--- src/rtl/nv_fifo_ctrl_rwsthp_60x21.sv ---
// nv_fifo_ctrl_rwsthp_60x21
// FIFO controller for an external 60x21 nv_ram_rwsthp_60x21 instance. It owns
// the RAM write port and schedules reads through the RAM's two-stage read
// path (address register = stage 1, output register = FIFO output register).
// Optional feature macro: FIFO_BYPASS_EN -- when defined, a write into a
// completely empty FIFO skips the RAM array and lands in the output register
// through the RAM bypass mux (1-cycle latency instead of 3).
module nv_fifo_ctrl_rwsthp_60x21 (
   input  logic        nvdla_core_clk,
   input  logic        nvdla_core_rstn,
   input  logic        wr_pvld,
   output logic        wr_prdy,
   input  logic [20:0] wr_pd,
   output logic        rd_pvld,
   input  logic        rd_prdy,
   output logic [20:0] rd_pd,
   output logic [5:0]  ram_wa,
   output logic        ram_we,
   output logic [20:0] ram_di,
   output logic [5:0]  ram_ra,
   output logic        ram_re,
   output logic        ram_ore,
   output logic        ram_byp_sel,
   output logic [20:0] ram_dbyp,
   input  logic [20:0] ram_dout,
   output logic        idle
);

   localparam logic [5:0] DEPTH    = 6'd60;
   localparam logic [5:0] LAST_IDX = 6'd59;

   // occ_q counts entries written to the RAM array that have not yet been
   // loaded into the output register (the stage-1 entry is included).
   logic [5:0] wr_ptr_q, wr_ptr_d;
   logic [5:0] rd_ptr_q, rd_ptr_d;
   logic [5:0] occ_q, occ_d;
   logic       s1_vld_q, s1_vld_d;
   logic       out_vld_q, out_vld_d;

   logic       wr_acc;
   logic       out_adv;
   logic       byp;
   logic       ore_s1;

   // Handshake and RAM port control, all derived from current state.
   always_comb begin
      wr_prdy = (occ_q != DEPTH);
      wr_acc  = wr_pvld & wr_prdy;
      // The output register may be (re)loaded when empty or being consumed.
      out_adv = ~out_vld_q | rd_prdy;
`ifdef FIFO_BYPASS_EN
      // Nothing older anywhere in the pipe: the write can go straight to the
      // output register without touching the array.
      byp = wr_acc & (occ_q == 6'd0) & ~s1_vld_q & out_adv;
`else
      byp = 1'b0;
`endif
      ore_s1 = s1_vld_q & out_adv;

      ram_we  = wr_acc & ~byp;
      ram_wa  = wr_ptr_q;
      ram_di  = wr_pd;
      ram_ore = ore_s1 | byp;
      // Fetch a new entry into stage 1 when there is one in the array beyond
      // the stage-1 entry and stage 1 is empty or moving on this cycle.
      ram_re  = (occ_q != {5'd0, s1_vld_q}) & (~s1_vld_q | ram_ore);
      ram_ra  = rd_ptr_q;

`ifdef FIFO_BYPASS_EN
      ram_byp_sel = byp;
      ram_dbyp    = byp ? wr_pd : 21'd0;
`else
      ram_byp_sel = 1'b0;
      ram_dbyp    = 21'd0;
`endif

      rd_pvld = out_vld_q;
      rd_pd   = ram_dout;
      idle    = (occ_q == 6'd0) & ~s1_vld_q & ~out_vld_q;
   end

   // Next-state computation for pointers, occupancy and the two valid flags.
   always_comb begin
      wr_ptr_d  = wr_ptr_q;
      rd_ptr_d  = rd_ptr_q;
      occ_d     = occ_q;
      s1_vld_d  = s1_vld_q;
      out_vld_d = out_vld_q;

      if (ram_we) begin
         wr_ptr_d = (wr_ptr_q == LAST_IDX) ? 6'd0 : wr_ptr_q + 6'd1;
      end

      if (ram_re) begin
         rd_ptr_d = (rd_ptr_q == LAST_IDX) ? 6'd0 : rd_ptr_q + 6'd1;
      end

      // A write and a stage-1 -> output move in the same cycle cancel out.
      case ({ram_we, ore_s1})
         2'b10:   occ_d = occ_q + 6'd1;
         2'b01:   occ_d = occ_q - 6'd1;
         default: occ_d = occ_q;
      endcase

      if (ram_re) begin
         s1_vld_d = 1'b1;
      end else if (ore_s1) begin
         s1_vld_d = 1'b0;
      end

      if (ram_ore) begin
         out_vld_d = 1'b1;
      end else if (rd_prdy) begin
         out_vld_d = 1'b0;
      end
   end

   // State registers; reset discards all queued contents immediately.
   always_ff @(posedge nvdla_core_clk or negedge nvdla_core_rstn) begin
      if (!nvdla_core_rstn) begin
         wr_ptr_q  <= 6'd0;
         rd_ptr_q  <= 6'd0;
         occ_q     <= 6'd0;
         s1_vld_q  <= 1'b0;
         out_vld_q <= 1'b0;
      end else begin
         wr_ptr_q  <= wr_ptr_d;
         rd_ptr_q  <= rd_ptr_d;
         occ_q     <= occ_d;
         s1_vld_q  <= s1_vld_d;
         out_vld_q <= out_vld_d;
      end
   end

endmodule
--- config.mk ---
export PLATFORM = sky130hd
export DESIGN_NAME = nv_fifo_ctrl_rwsthp_60x21
export DESIGN_NICKNAME = d
export VERILOG_FILES = /design/src/rtl/nv_fifo_ctrl_rwsthp_60x21.sv
export SDC_FILE = /design/constraint.sdc
export NUM_CORES = 1
export LEC_CHECK = 0
export CAP_MARGIN = 30
export CORE_UTILIZATION = 35
export DETAILED_ROUTE_END_ITERATION = 12
export HOLD_SLACK_MARGIN = 0.12
export PLACE_DENSITY_LB_ADDON = 0.1
export SKIP_CTS_REPAIR_TIMING = 1
export SYNTH_ARGS = -nofsm -noshare
export SYNTH_HDL_FRONTEND = slang
export SYNTH_SLANG_ARGS = --single-unit
--- constraint.sdc ---
create_clock -name nvdla_core_clk -period 3.3 [get_ports nvdla_core_clk]
set_clock_uncertainty 0.05 [all_clocks]
set_input_delay 0.66 -clock nvdla_core_clk [delete_from_list [all_inputs] [get_ports nvdla_core_clk]]
set_output_delay 0.66 -clock nvdla_core_clk [all_outputs]
set_load 0.01 [all_outputs]
==> impl_metrics.tcl, run 1 <==
set metrics [dict create \
    crit_required_ns 3.39 \
    synth_ff_type "dfrtp_1" \
    leakage_nw 0.7542 \
    min_period_ns 3.019 \
    synth.top_cells.by_count "buf_4, dfrtp_1, nand2_1" \
    synth.area.top_cells "dfrtp_1, buf_4, ha_1, o21ai_0, nand2_1" \
    cts_buffers 3 \
    ios 128 \
    synth_cell_types 44 \
    fp.dieArea_um2 5233 \
    yosys.area.top_type "dfrtp_1" \
    syn_area_um2 1732 \
    clkLatencyLatePin_ns 0.26 \
    ant_nets 0 \
    critical_path_class "in2reg" \
    wl_per_cell_um 13.29 \
    async_flop_share_pct 100.0 \
    maxCapViolCount 0 \
    overflow 0 \
    synth.most_common_cell "buf_4" \
    clock_path_buffers 2 \
    vias_per_cell 4.715 \
    worstPathMaxFanout 8 \
    place.gp.congestion 0.9403 \
    first_iter_violations 38 \
    drt-total-wl_um 3216 \
    grt_max_degree 18 \
    hold_viol 0 \
    busiest_layer "met2" \
    worstMarginPinSlew_ns 0.6188 \
    die_x_um 72.34 \
    max_freq_ghz 0.3312 \
    tritoncts "yes" \
    hold_class "reg2reg" \
    arrival_ns 3.11 \
    critPathLaunchType "primary input" \
    root_buffer "clkbuf_8" \
    dp.cells 238 \
    place_hpwl_um 2521 \
    synth_top_area_share_pct 28.90 \
    grt_pass1_wl_um 5326 \
    drcViolationCount 0 \
    setup_viol 0 \
    grt_util_met1_pct 16.17 \
    slew-limit-headroom_pct 58.22 \
    use_met3_pct 5.000 \
    status "complete, no violations" \
    fp-row-count 25 \
    drv_slew 0 \
    gr-usage-met2_pct 19.21 \
    grt_use_total_pct 12.93 \
    layout-drive-gt1-share_pct 11.43 \
    power-per-cell-area_nw_per_um2 805.5 \
    fin_cells 242 \
    rsz0062_at_grt "false" \
    die_h_um 72.34 \
    yosysWarnings 0 \
    vias 1141 \
    crit_path_end_kind "register" \
    final_util_pct 36.45 \
    drt_pre_antenna_iters 4 \
    numPortBuffers 21 \
    grt_pass1_vias 1091 \
    setup_tns_ns 0 \
    area_growth_pct 0.07213 \
    irDropWorstVdd_mv 0.3437 \
    clock-sinks 20 \
    ys_ff_latch 20 \
    diodes 0 \
    seq_area_frac_synth_pct 28.90 \
    postSynthAreaPerCell_um2 9.114 \
    timing.final.crit_share_pct 91.49 \
    antenna_found_initial 0 \
    htreeDepth 1 \
    synth_edf_count 0 \
    synth_cells 190 \
    core-area_um2 4755 \
    path_clk_slew_ns 0.07 \
    fin_nets 230 \
    power_mw 1.396 \
    start_util_pct 36.42 \
]
[critical path, stage by stage]
cell and delay [ns]:
clkdlybuf4s50_1 0.42, nand2b_1 0.18, and2_1 0.18, ha_1 0.21, buf_4 0.17, ha_1 0.28, a211oi_1 0.31, nor4_1 0.09
or3b_2 0.46, xor2_1 0.15
[stage by stage]
step	hold WS, ns	worst slack, ns	area, um2
CTS	0.4539	0.2839	1733
detailed placement	0.4398	0.01280	1662
floorplan	0.3144	0.3996	1810
global route	0.4666	0.1307	1733
global placement	0.4455	0.05793	1634
finish	0.4526	0.2807	1733
[area by class of cell]
cell class | instances | area [um2]
clock buffers | 3 | 41.29
clock inverters | 1 | 30.03
fillers | 507 | 3022
inverters | 2 | 10.01
multi-input cells | 122 | 792.0
flip-flops and latches | 20 | 500.5
well taps | 67 | 83.83
repair buffers | 27 | 275.3
[flip-flops by register name, summed over array words and instances, names as in the netlist]
name	cells
occ_q	6
ram_ra	6
ram_wa	6
rd_pvld	1
s1_vld_q	1
[power breakdown]
| group | internal, mW | switching (mW) | leakage (nW) |
|---|---|---|---|
| Combinational | 0.343 | 0.301 | 0.487 |
| Sequential | 0.347 | 0.158 | 0.231 |
| Clock | 0.162 | 0.0843 | 0.0357 |
[cell families (layout without fill, tap and decap cells)]
| kind of cell | Yosys count | in the layout | synth area share [%] |
|---|---|---|---|
| multiplexers | 2 | 2 | 1.517 |
| buffers and inverters | 69 | 33 | 29.91 |
| adder cells (fa/ha/maj) | 8 | 8 | 6.214 |
| AND/OR/NAND/NOR | 52 | 52 | 17.27 |
| AO/OA/AOI/OAI | 32 | 32 | 12.93 |
| flip-flops | 20 | 20 | 28.90 |
| other | 1 | 22 | 0.2166 |
| XOR/XNOR | 6 | 6 | 3.035 |
[layout by cell type, fill, tap and decap left out, types with 5 or more instances in the layout]
cell,instances
conb_1,22
a21o_1,5
ha_1,7
buf_4,5
o21ai_0,14
nand2_1,16
clkdlybuf4s50_1,21
dfrtp_1,20
[path summary, 6_finish.rpt]
kind,slack [ns],cells past startpoint,startpoint,end
min in group asynchronous,0.59,1,nvdla_core_rstn,ram_wa[2]
hold reg to reg,0.45,1,occ_q[5],occ_q[5]
max in group asynchronous,2.22,2,nvdla_core_rstn,occ_q[2]
setup / recovery,0.28,10,rd_prdy,occ_q[5]
setup reg to reg,0.60,8,occ_q[1],occ_q[5]
hold / removal,0.45,1,occ_q[5],occ_q[5]
[routing by layer]
layer,part of all wire [%],vias to the layer above
met3,9.1,20
li1,-,543
met5,0,-
met1,42,524
met4,3.7,0
met2,45,54
Power figures use the tool's default switching activity.
==> run 2, diff against run 1 <==
--- a/config.mk
+++ b/config.mk
@@ -11,6 +11,7 @@
 export HOLD_SLACK_MARGIN = 0.12
 export PLACE_DENSITY_LB_ADDON = 0.1
 export SKIP_CTS_REPAIR_TIMING = 1
+export SLEW_MARGIN = 10
 export SYNTH_ARGS = -nofsm -noshare
 export SYNTH_HDL_FRONTEND = slang
 export SYNTH_SLANG_ARGS = --single-unit
==> run 2 against run 1 <==
Count of clock-buffer cells in the layout unchanged; via count up 1.5%; sequential power about the same; final cell count unchanged; critical endpoint unchanged; highest routed layer unchanged.
==> impl_metrics.tcl, run 2 (same netlist as run 1, synthesis figures left out) <==
set metrics [dict create \
    worst-path-buf-inv 2 \
    cp-startpoint "rd_prdy" \
    irDropWorstVdd_mv 0.3200 \
    root_buffer "clkbuf_8" \
    placed_cell_area_um2 1649 \
    worstPathMaxFanout 8 \
    crit_cells 10 \
    clock-sinks 20 \
    wl_per_cell_um 13.46 \
    critical_path_class "in2reg" \
    overflow 0 \
    cts_buffers 3 \
    grt_use_total_pct 13.16 \
    drt_pre_antenna_iters 3 \
    r2r_end "occ_q[5]" \
    r2r_cells 8 \
    layout_commonest_cell "conb_1" \
    cpPeakStageDelay_ns 0.46 \
    slowest_stage "or3b_2" \
    path_cells "clkdlybuf4s50_1, nand2b_1, and2_1, ha_1, buf_4, ha_1, a211oi_1, nor4_1, or3b_2, xor2_1" \
    ant_nets 0 \
    crit_top_cell "ha_1" \
    path_clk_slew_ns 0.07 \
    vias_per_cell 4.785 \
    die_h_um 72.34 \
    clock_path_buffers 2 \
    fp.dieArea_um2 5233 \
    numPortBuffers 21 \
    drcViolationCount 0 \
    layout-drive-gt1-share_pct 11.43 \
    die_x_um 72.34 \
    htreeDepth 1 \
    setup_viol 0 \
    grt_pass1_wl_um 5444 \
    setup_tns_ns 0 \
    start_util_pct 36.42 \
    worstMarginPinSlew_ns 0.6511 \
    first_iter_violations 55 \
    place_hpwl_um 2609 \
    rsz0062_at_grt "false" \
    grt_pass1_vias 1130 \
    final_area_um2 1720 \
    vias 1158 \
    hold_class "reg2reg" \
    diodes 0 \
    cp_top_family "simple AND/OR/NAND/NOR gates" \
    arrival_ns 3.13 \
    max_freq_ghz 0.3294 \
    drv_slew 0 \
    power-per-cell-area_nw_per_um2 809.9 \
    grt_max_degree 14 \
    leakage_nw 0.7490 \
    area_growth_pct -0.6503 \
    fp-row-count 25 \
    critPathLaunchType "primary input" \
    min_period_ns 3.036 \
    endpoint "occ_q[5]" \
    num-fill-cells 508 \
    tritoncts "yes" \
    reg2reg_slack_ns 0.58 \
    crit_path_end_kind "register" \
    final_cell_mix "conb_1, clkdlybuf4s50_1, dfrtp_1, nand2_1, o21ai_0" \
    fin_nets 230 \
    drt-total-wl_um 3257 \
    slew-limit-headroom_pct 56.04 \
    place.gp.congestion 0.9403 \
    core-area_um2 4755 \
    status "complete, no violations" \
    antenna_found_initial 0 \
    regToRegStartpoint "occ_q[1]" \
    hold_depth 1 \
    timing.final.crit_share_pct 91.99 \
    crit_required_ns 3.39 \
    clkLatencyLatePin_ns 0.26 \
    ios 128 \
    maxCapViolCount 0 \
    hold_viol 0 \
]
-- run 2: layer usage --
layer	GRT usage [%]	vias to the layer above	part of all wire, %	wire (um)
li1	-	544	-	-
met1	15.98	536	41	1344
met2	19.31	56	45	1473
met3	5.000	22	9.5	311
met4	8.715	0	3.9	127
met5	0	-	0	0
-- run 2: stage by stage --
stage          worst slack [ns]  utilization [%]  total power, mW  std cells  hold slack, ns
2_1_floorplan            0.3996                -           0.9863        211          0.3144
3_3_place_gp            0.05793            34.37            1.150        237          0.4455
3_5_place_dp           0.002908            34.68            1.161        238          0.4398
4_1_cts                  0.2768            36.18            1.415        242          0.4539
5_1_grt                  0.1072            36.18            1.526        242          0.4664
6_report                 0.2642            36.18            1.393        242          0.4538
-- run 2: worst reg2reg max path, cell delays in order (launching register included) --
cell,delay (ns)
dfrtp_1,0.52
o31ai_2,0.36
ha_1,0.25
buf_4,0.16
ha_1,0.24
a211oi_1,0.32
nor4_1,0.10
or3b_2,0.46
xor2_1,0.15
-- run 2: final cells by class --
type	count	area, um2	share of cell area [%]
Multi-Input combinational cell	122	792.0	46.04
Inverter	2	10.01	0.5818
Clock buffer	3	41.29	2.400
Timing Repair Buffer	27	262.8	15.27
Tap cell	67	83.83	4.873
Clock inverter	1	30.03	1.745
Sequential cell	20	500.5	29.09
-- run 2: how the worst min path moves through the flow --
stage	start	end	slack [ns]
3_5_place_dp	occ_q[5]	occ_q[5]	0.44
2_1_floorplan	nvdla_core_rstn	occ_q[0]	0.31
3_3_place_gp	occ_q[5]	occ_q[5]	0.45
5_1_grt	occ_q[5]	occ_q[5]	0.47
4_1_cts	occ_q[5]	occ_q[5]	0.45
6_report	occ_q[5]	occ_q[5]	0.45
-- run 2: power breakdown --
group	leakage, nW	switching (mW)	internal, mW
sequential	0.231	0.158	0.347
clock	0.0357	0.0853	0.162
combinational	0.482	0.299	0.342
==> run 3, diff against run 2 <==
--- a/config.mk
+++ b/config.mk
@@ -10,6 +10,7 @@
 export DETAILED_ROUTE_END_ITERATION = 12
 export HOLD_SLACK_MARGIN = 0.12
 export PLACE_DENSITY_LB_ADDON = 0.1
+export RECOVER_POWER = 50
 export SKIP_CTS_REPAIR_TIMING = 1
 export SLEW_MARGIN = 10
 export SYNTH_ARGS = -nofsm -noshare
==> run 3 against run 2 <==
First-iteration DRC count shrank 7.3%; count of clock-buffer cells in the layout is the same; final cell count is the same; sequential share of layout area grew 0.19 points; routed wire length shrank 0.64%; power shrank 0.20%; fmax shrank 0.16%; worst setup slack lost 0.0050 ns; clock power is essentially flat; critical path depth is the same; largest cell class unchanged.
==> impl_metrics.tcl, run 3 (same netlist as run 1, synthesis figures left out) <==
set metrics [dict create \
    irDropWorstVdd_mv 0.3195 \
    tritoncts "yes" \
    cts_buffers 3 \
    layout-drive-gt1-share_pct 10.86 \
    grt_pass1_vias 1130 \
    clkLatencyLatePin_ns 0.26 \
    setup_tns_ns 0 \
    final_util_pct 35.95 \
    dpl_worst_slack_ns 0.002908 \
    final_cell_mix "conb_1, clkdlybuf4s50_1, dfrtp_1, nand2_1, o21ai_0" \
    drcViolationCount 0 \
    place_hpwl_um 2609 \
    arrival_ns 3.13 \
    power-per-cell-area_nw_per_um2 813.6 \
    clock-sinks 20 \
    layout_commonest_cell "conb_1" \
    hold_class "reg2reg" \
    drt_pre_antenna_iters 4 \
    grt_pass1_wl_um 5444 \
    fp.dieArea_um2 5233 \
    place.gp.congestion 0.9403 \
    die_h_um 72.34 \
    wl_per_cell_um 13.37 \
    die_x_um 72.34 \
    vias 1157 \
    setup_viol 0 \
    fp-row-count 25 \
    timing.final.crit_share_pct 92.14 \
    start_util_pct 36.42 \
    crit_path_end_kind "register" \
    fin_ws_ns 0.2592 \
    switching_power_mw 0.5412 \
    pwr-share-seq_pct 36.3 \
    drv_slew 0 \
    num-fill-cells 510 \
    min_period_ns 3.041 \
    core-area_um2 4755 \
    grt_max_degree 14 \
    ios 128 \
    swShare_pct 38.92 \
    diodes 0 \
    area_growth_pct -1.301 \
    root_buffer "clkbuf_8" \
    leakage_nw 0.7430 \
    hold_viol 0 \
    slew-limit-headroom_pct 53.96 \
    worstPathMaxFanout 8 \
    ant_nets 0 \
    p_int_mw 0.8492 \
    clock_path_buffers 2 \
    fin_nets 230 \
    holdWs_ns 0.4509 \
    overflow 0 \
    rsz0062_at_grt "false" \
    drt-total-wl_um 3236 \
    p_clk_share_pct 17.7 \
    status "complete, no violations" \
    grt_use_total_pct 13.16 \
    vias_per_cell 4.781 \
    first_iter_violations 51 \
    crit_required_ns 3.39 \
    htreeDepth 1 \
    maxCapViolCount 0 \
    critPathLaunchType "primary input" \
    p_comb_share_pct 46.0 \
    max_freq_ghz 0.3289 \
    critical_path_class "in2reg" \
    antenna_found_initial 0 \
    numPortBuffers 21 \
    worstMarginPinSlew_ns 0.6906 \
    path_clk_slew_ns 0.07 \
]
## run 3: cell count changes in the layout (fill, tap and decap cells not counted), sizes merged
cell,before,now
clkdlybuf4s50,21,20
clkbuf,3,4
buf,6,5
dlygate4sd3,0,1
## run 3: power by group through the flow
stage	clock, mW	combinational, mW	sequential [mW]
floorplan	0	0.491	0.496
global placement	0	0.639	0.511
detailed placement	0	0.650	0.511
CTS	0.257	0.651	0.507
global route	0.266	0.730	0.528
finish	0.246	0.639	0.505
## run 3: through the flow
stage / cell area (um2) / power, mW / std cells
after floorplan: 1810 / 0.9863 / 211
after global placement: 1634 / 1.150 / 237
after detailed placement: 1649 / 1.161 / 238
after CTS: 1720 / 1.415 / 242
after global routing: 1709 / 1.524 / 242
final: 1709 / 1.390 / 242
## run 3: final timing paths
path	start	to	slack [ns]	cells past startpoint
min reg2reg	occ_q[5]	occ_q[5]	0.45	1
max	rd_prdy	occ_q[5]	0.26	10
min	occ_q[5]	occ_q[5]	0.45	1
min in group asynchronous	nvdla_core_rstn	ram_ra[4]	0.71	1
max in group asynchronous	nvdla_core_rstn	occ_q[2]	1.53	2
max reg2reg	occ_q[1]	occ_q[5]	0.58	8
## run 3: critical path: stages
cell and delay, ns:
clkdlybuf4s50_1 0.42, nand2b_1 0.18, and2_1 0.18, ha_1 0.21
buf_4 0.17, ha_1 0.28, a211oi_1 0.32, nor4_1 0.10
or3b_2 0.46, xor2_1 0.15
## run 3: layout make-up
type                    count  area (um2)  share of cell area [%]
multi-input cells         122       792.0                   46.34
flip-flops and latches     20       500.5                   29.28
repair buffers             27       251.5                   14.71
well taps                  67       83.83                   4.905
clock buffers               3       41.29                   2.416
clock inverters             1       30.03                   1.757
inverters                   2       10.01                  0.5857
## run 3: metal layers
layer / global-route usage, % / up-vias / part of all wire [%]
li1: - / 543 / -
met3: 5.000 / 24 / 9.4
met5: 0 / - / 0
met1: 15.98 / 532 / 41
met4: 8.715 / 0 / 4.3
met2: 19.31 / 58 / 45
